File: config.mk
export PLATFORM = sky130hd
export DESIGN_NAME = bcd_updown_counter_mod
export DESIGN_NICKNAME = d
export VERILOG_FILES = /design/src/rtl/time_field_pkg.sv /design/src/rtl/bin2bcd_2dig.sv /design/src/rtl/bcd_updown_counter_mod.sv
export SDC_FILE = /design/constraint.sdc
export NUM_CORES = 1
export LEC_CHECK = 0
export ABC_AREA = 1
export CORE_MARGIN = 5
export CORE_UTILIZATION = 40
export DETAILED_ROUTE_END_ITERATION = 10
export GPL_TIMING_DRIVEN = 0
export PLACE_DENSITY = 0.66
export SETUP_SLACK_MARGIN = 0.02
export SYNTH_ARGS = -nofsm -noshare
export SYNTH_HDL_FRONTEND = slang
export SYNTH_HIERARCHICAL = 1
export SYNTH_SLANG_ARGS = --single-unit
File: constraint.sdc
create_clock -name clk -period 4.9 [get_ports clk]
set_clock_uncertainty 0.1 [all_clocks]
set_input_delay 0.98 -clock clk [delete_from_list [all_inputs] [get_ports clk]]
set_output_delay 0.98 -clock clk [all_outputs]
set_load 0.05 [all_outputs]
File: src/rtl/time_field_pkg.sv
// Shared constants for the RTC time-field counters: BCD digit width,
// field moduli and default push-button auto-repeat timing.
package time_field_pkg;

   localparam int BCD_W           = 4;
   localparam int SEC_MOD         = 60;
   localparam int MIN_MOD         = 60;
   localparam int HOUR_MOD        = 24;
   localparam int REPEAT_DLY_DEF  = 50_000_000;
   localparam int REPEAT_RATE_DEF = 10_000_000;

   // Larger of two timing values; sizes the hold counter.
   function automatic int max_int(input int a, input int b);
      return (a > b) ? a : b;
   endfunction

endpackage

File: src/rtl/bin2bcd_2dig.sv
// Combinational binary to two-digit BCD conversion for values 0..99.
module bin2bcd_2dig
   import time_field_pkg::*;
#(
   parameter int W = 7
) (
   input  logic [W-1:0]     bin,
   output logic [BCD_W-1:0] digit1,
   output logic [BCD_W-1:0] digit0
);

   // Tens and units by constant division; inputs are bounded to 0..99.
   always_comb begin
      int unsigned v;
      v      = 32'(bin);
      digit1 = BCD_W'(v / 10);
      digit0 = BCD_W'(v % 10);
   end

endmodule

File: src/rtl/bcd_updown_counter_mod.sv
// Up/down time-field counter, modulus MOD, with edge-detected push inputs,
// clamped parallel load, registered wrap pulses and 2-digit BCD output.
// Optional feature macro: AUTO_REPEAT_EN (held-button auto-repeat stepping).
module bcd_updown_counter_mod
   import time_field_pkg::*;
#(
   parameter int MOD         = SEC_MOD,
   parameter int W           = 7,
   parameter int REPEAT_DLY  = REPEAT_DLY_DEF,
   parameter int REPEAT_RATE = REPEAT_RATE_DEF
) (
   input  logic             clk,
   input  logic             reset,
   input  logic             en,
   input  logic             up,
   input  logic             down,
   input  logic             load,
   input  logic [W-1:0]     load_val,
   output logic [W-1:0]     count,
   output logic [BCD_W-1:0] digit1,
   output logic [BCD_W-1:0] digit0,
   output logic             wrap_up,
   output logic             wrap_dn
);

   localparam logic [W-1:0] MAX_VAL = W'(MOD - 1);

   // Illegal parameter sets elaborate an extra marker block for visibility.
   if (MOD < 2 || MOD > 100 || (2 ** W) < MOD || REPEAT_DLY < 1 || REPEAT_RATE < 1) begin : g_bad_cfg
      localparam int BAD_CFG = 1;
   end

   logic up_q, dn_q;
   logic up_tick, dn_tick;
   logic rep_up, rep_dn;
   logic step_up, step_dn;

   assign up_tick = up & ~up_q;
   assign dn_tick = down & ~dn_q;

   // Previous-cycle levels for rising-edge detection, independent of en.
   always_ff @(posedge clk) begin
      if (reset) begin
         up_q <= 1'b0;
         dn_q <= 1'b0;
      end else begin
         up_q <= up;
         dn_q <= down;
      end
   end

`ifdef AUTO_REPEAT_EN
   localparam int CW = $clog2(max_int(REPEAT_DLY, REPEAT_RATE) + 1);
   localparam logic [1:0] RPT_IDLE = 2'd0;
   localparam logic [1:0] RPT_DLY  = 2'd1;
   localparam logic [1:0] RPT_RATE = 2'd2;

   logic [1:0]    rpt_state;
   logic [CW-1:0] hold_cnt;
   logic          held, any_tick, rpt_fire;

   assign held     = en & (up ^ down) & ~load;
   assign any_tick = up_tick | dn_tick;
   // hold_cnt equals the number of cycles since the initial edge step (or since
   // the last repeat step), so a fresh edge restarts timing at cycle 0.
   assign rpt_fire = held & ~any_tick &
                     (((rpt_state == RPT_DLY)  && (hold_cnt == CW'(REPEAT_DLY))) ||
                      ((rpt_state == RPT_RATE) && (hold_cnt == CW'(REPEAT_RATE))));
   assign rep_up   = rpt_fire & up;
   assign rep_dn   = rpt_fire & down;

   // Hold timer: initial delay phase, then periodic repeat phase while held.
   always_ff @(posedge clk) begin
      if (reset || !held) begin
         rpt_state <= RPT_IDLE;
         hold_cnt  <= '0;
      end else if (any_tick) begin
         rpt_state <= RPT_DLY;
         hold_cnt  <= CW'(1);
      end else if (rpt_fire) begin
         rpt_state <= RPT_RATE;
         hold_cnt  <= CW'(1);
      end else begin
         rpt_state <= (rpt_state == RPT_IDLE) ? RPT_DLY : rpt_state;
         hold_cnt  <= hold_cnt + CW'(1);
      end
   end
`else
   assign rep_up = 1'b0;
   assign rep_dn = 1'b0;
`endif

   assign step_up = en & ((up_tick & ~dn_tick) | rep_up);
   assign step_dn = en & ((dn_tick & ~up_tick) | rep_dn);

   // Count register with load > step priority and one-cycle wrap pulses.
   always_ff @(posedge clk) begin
      if (reset) begin
         count   <= '0;
         wrap_up <= 1'b0;
         wrap_dn <= 1'b0;
      end else begin
         wrap_up <= 1'b0;
         wrap_dn <= 1'b0;
         if (load) begin
            count <= (32'(load_val) >= MOD) ? MAX_VAL : load_val;
         end else if (step_up) begin
            if (count == MAX_VAL) begin
               count   <= '0;
               wrap_up <= 1'b1;
            end else begin
               count <= count + W'(1);
            end
         end else if (step_dn) begin
            if (count == '0) begin
               count   <= MAX_VAL;
               wrap_dn <= 1'b1;
            end else begin
               count <= count - W'(1);
            end
         end
      end
   end

   bin2bcd_2dig #(.W(W)) u_bcd (
      .bin    (count),
      .digit1 (digit1),
      .digit0 (digit0)
   );

endmodule

Word-level counts from Yosys, hierarchy flattened
Cells that the tools add are included.
{"block": "word_totals", "ramBits": 0, "latchBits": 0, "wordCells": 35, "register_bits": 11, "memories": 0, "input_bits": 13, "mem_bits_ro": 0, "out_inout_bits": 17}
{"block": "classes", "n_reduce_logical": 4, "order_cmp": 1, "eq_ne": 1, "n_shift": 0, "div_mod_pow": 2, "bitwise": 12, "multipliers": 0, "n_mux": 8, "addsub": 2}
{"operator": "$mux W7", "count": 6}
{"operator": "$div A7 B4 Y32 const B", "count": 1}
{"operator": "$mod A7 B4 Y32 const B", "count": 1}
{"operator": "$add A7 B1 Y7 const B", "count": 1}
{"operator": "$eq A7 B6 Y1 const B", "count": 1}
{"operator": "$ge A7 B6 Y1 const B", "count": 1}
{"operator": "$logic_not A7 Y1", "count": 1}
{"operator": "$sub A7 B1 Y7 const B", "count": 1}
{"operator": "$and A1 B1 Y1", "count": 6}
{"operator": "$not A1 Y1", "count": 6}
{"operator": "$reduce_or A4 Y1", "count": 1}
{"operator": "$reduce_bool A3 Y1", "count": 1}
{"operator": "$reduce_or A3 Y1", "count": 1}
{"operator": "$mux W1", "count": 2}

Logic depth before layout (Yosys ltp)
{"block": "depth", "ltp_word": 8, "mapped_depth": 19, "mapped_depth_nobuf": 19}

Hierarchy
Netlist, hierarchy kept.
{"module": "bcd_updown_counter_mod", "area_each_um2": 992.2, "cells_each": 152, "seq_area_each_um2": 220.2, "instances": 1}
{"module": "bin2bcd_2dig", "area_each_um2": 505.5, "cells_each": 88, "seq_area_each_um2": 0.0, "instances": 1}

Least setup slack after synthesis
Ideal clock, no wire load.
{"block": "synth_timing", "kind": "flip-flop to output port", "from": "register count[5]", "to": "output port digit0[3]", "n_path_buf": 0, "stages_incl_launch_ff": 17, "t_required_ns": 3.820, "slack_ns": 0.800, "arrival_ns": 3.020, "path_cell_list": "dfxtp_1 > inv_2 > nand2_4 > ha_1 > o21bai_4 > nand2_2 > nand3_1 > nand2_1 > nor2_4 > nand3_4 > nand2_1 > nand2_1 > inv_2 > nand2_2 > nand2_4 > nand2_1 > nand2_1"}
{"block": "synth_between", "elab_chain_len": 1}
{"element": "start: declaration", "line_no": "bcd_updown_counter_mod.sv:19", "source": "output logic [W-1:0] count,"}
{"element": "start signal: assignment", "line_no": "bcd_updown_counter_mod.sv:106", "source": "count <= (32'(load_val) >= MOD) ? MAX_VAL : load_val;"}
{"element": "start signal: assignment", "line_no": "bcd_updown_counter_mod.sv:112", "source": "count <= count + W'(1);"}
{"element": "start signal: assignment", "line_no": "bcd_updown_counter_mod.sv:119", "source": "count <= count - W'(1);"}
{"element": "$mod A7 B4 Y32", "line_no": "bin2bcd_2dig.sv:17", "source": "digit0 = BCD_W'(v % 10);"}
{"element": "end: declaration", "line_no": "bcd_updown_counter_mod.sv:21", "source": "output logic [BCD_W-1:0] digit0,"}
Every way passes these cells.

Final worst setup path
{"block": "layout_timing", "from": "register count[5]", "to": "output port digit0[2]"}
The elaborated chain is that of the path after synthesis.

==> impl_metrics.ini <==
[pwr]
seqPwrFrac_pct = 18.8
power_density_nw_per_um2 = 318
power_leakage_nw = 0.934
combPwrFrac_pct = 66.0
ir_worst_vdd_uv = 146
power_w = 0.000603
net-switching-power_w = 0.000310
switching_share_pct = 51.4
p_int_w = 0.000293
power_frac_clock_pct = 15.3

[floorplan]
ios = 30
start_util_pct = 41.2
die_h_um = 71.2
rows = 22
coreArea_um2 = 3630
die-area_um2 = 5070
die_w_um = 71.2

[final_layout]
fillers = 394
drive_gt1_share_pct = 22.3
layout.nets = 291
syn_to_final_growth_pct = 26.4
antenna_cells = 0
final_cell_mix = nand2_1, inv_1, clkdlybuf4s50_1
layout_commonest_cell = nand2_1
regArea_um2 = 220
multi_input_area_um2 = 1070

[timing]
min_period_over_period_pct = 92.4
setup_viol_count_final = 0
worstMarginPinSlew_ns = 0.576
min_period_ns = 4.53
max_freq_mhz = 221
relSlewSlack_pct = 61.5
drv_slew = 0
setup_tns_ns = 0
hold_viol_final = 0
grt_setup_unrepaired = false

[clocking]
cts_tree = done
cts_resized = 0
cts_max_path_buffers = 2
cts.sinks = 11
post_cts_buffers = 0
clkSlewWorstSetupHoldPaths_ns = 0.05
hold_buffers = 0
cts-root-buf = clkbuf_8
cts_buffers = 3
htreeDepth = 1
insertion_delay_ns = 0.24

[route]
drt-pass1-iter-count = 4
ant_nets = 0
drtIter0Drc = 67
drc_errors = 0
viasPerCell = 4.83
wire_per_inst_um = 10.5
route.vias.total = 1549
routed_wl_mm = 3.36

[global_route]
grt_busiest_layer = met2
grt_usage_pct = 14.4
gr-usage-met1_pct = 18.6
grt_pass1_wl_mm = 6.17
gr-total-overflow = 0
grt_start_max_net_pins = 13
grt_util_met2_pct = 24.9
antenna_found_initial = 0
use_met3_pct = 1.99
grt_pass1_vias = 1495

[synth]
ys_seq_elements = 11
synth.area.top_cells = nand2_1, dfxtp_1, nand3_1
synth_cells = 240
synth.largest_area_cell = nand2_1
postSynthAreaPerCell_um2 = 6.24
yosysWarnings = 6
yosysUniqueCellTypes = 31
synth_seq_area_share_pct = 14.7
synthesis.area_um2 = 1500
synth_fp_nets = 257
synth_top_cell_area_share_pct = 16.5

[place]
io_buffers = 29
globalplace.congestion = 0.817
post-dp-hpwl_mm = 2.74

[critical_path]
arrival_ns = 3.45
cp-start-kind = flop
critical_path_class = flop to primary output
r2r_start = count[0]$_SDFFE_PP0P_
cp-end-kind = primary output
worstPathMaxFanout = 12
critPathRequiredTime_ns = 3.82
critPathLaunch = count[5]$_SDFFE_PP0P_

[min_path]
min-delay-start = count[1]$_SDFFE_PP0P_
hp-class = flop to flop

[outcome]
status = finished clean

[run]
drv_cap = 0
==> routing by layer <==
metal	vias to the layer above	part of all wire (%)
met2	46	46
met4	0	1.2
met3	7	4.7
li1	837	-
met1	659	48
met5	-	0
==> cell families (layout without fill, tap and decap cells) <==
kind of cell	after synthesis	after routing	share of synthesized area, %
and+or+nand+nor	151	151	55.7
buffers and inverters	45	78	13.6
AOI/OAI and AO/OA	26	26	10.9
DFF	11	11	14.7
adders and majority gates	4	4	3.34
xor gates and xnor gates	3	3	1.75
==> state kept, by name (all words and copies together), names as in the netlist <==
| name | flops |
|---|---|
| up_q | 1 |
| count | 7 |
| wrap_dn | 1 |
| wrap_up | 1 |
| dn_q | 1 |
==> critical path, cell delays in order, from the launching register on <==
cell and delay (ns):
dfxtp_1 0.68, inv_2 0.09, nand2_4 0.11, ha_1 0.27, o21bai_4 0.19, nand2_2 0.10, nand3_1 0.07, nand2_1 0.10
nor2_4 0.18, nand4_1 0.18, nand3_2 0.15, nand2_2 0.10, nand2_4 0.08, nand2_1 0.05, nand2_1 0.05, clkdlybuf4s50_1 0.79
==> stage by stage <==
step	hold WS [ns]	cells	setup WS [ns]	utilization (%)	area, µm²
floorplan	0.506	240	0.800	-	1500
finish	0.581	321	0.371	52.1	1890
CTS	0.585	321	0.365	52.1	1890
global route	0.633	321	0.0533	52.1	1890
detailed placement	0.579	317	0.604	50.9	1850
global placement	0.578	317	0.636	50.9	1850
==> layout make-up <==
cell class                      count  area share (%)
Tap cell                           48            3.17
Multi-Input combinational cell    184            56.7
Timing Repair Buffer               29            15.3
Inverter                           39            7.73
Clock buffer                        4            2.38
Sequential cell                    11            11.6
Buffer                              6            3.04
==> worst paths after layout <==
path / slack (ns) / cells after the start / endpoint
max: 0.37 / 15 / digit0[2]
min: 0.58 / 2 / count[1]$_SDFFE_PP0P_
max reg2reg: 3.12 / 9 / count[2]$_SDFFE_PP0P_
min reg2reg: 0.58 / 2 / count[1]$_SDFFE_PP0P_
==> power by group through the flow <==
stage / Sequential [W] / Combinational, W / Clock (W)
2_1_floorplan: 0.000133 / 0.000279 / 0
3_3_place_gp: 0.000115 / 0.000398 / 0
3_5_place_dp: 0.000116 / 0.000398 / 0
4_1_cts: 0.000114 / 0.000399 / 0.0000939
5_1_grt: 0.000115 / 0.000434 / 0.0000979
6_report: 0.000113 / 0.000398 / 0.0000919
==> synth_stat cells <==
| master | n |
|---|---|
| a21oi_1 | 7 |
| a21oi_2 | 3 |
| a31oi_1 | 1 |
| buf_2 | 1 |
| buf_4 | 2 |
| buf_6 | 2 |
| buf_8 | 1 |
| dfxtp_1 | 11 |
| ha_1 | 4 |
| inv_1 | 29 |
| inv_2 | 10 |
| nand2_1 | 66 |
| nand2_2 | 10 |
| nand2_4 | 4 |
| nand3_1 | 24 |
| nand3_2 | 8 |
| nand3_4 | 2 |
| nand3b_4 | 1 |
| nand4_1 | 9 |
| nor2_1 | 12 |
| nor2_2 | 6 |
| nor2_4 | 6 |
| nor3_1 | 1 |
| nor4_1 | 2 |
| o211ai_1 | 1 |
| o21ai_0 | 7 |
| o21ai_1 | 5 |
| o21ai_2 | 1 |
| o21bai_4 | 1 |
| xnor2_1 | 1 |
| xor2_1 | 2 |
Power figures use the tool's default switching activity.
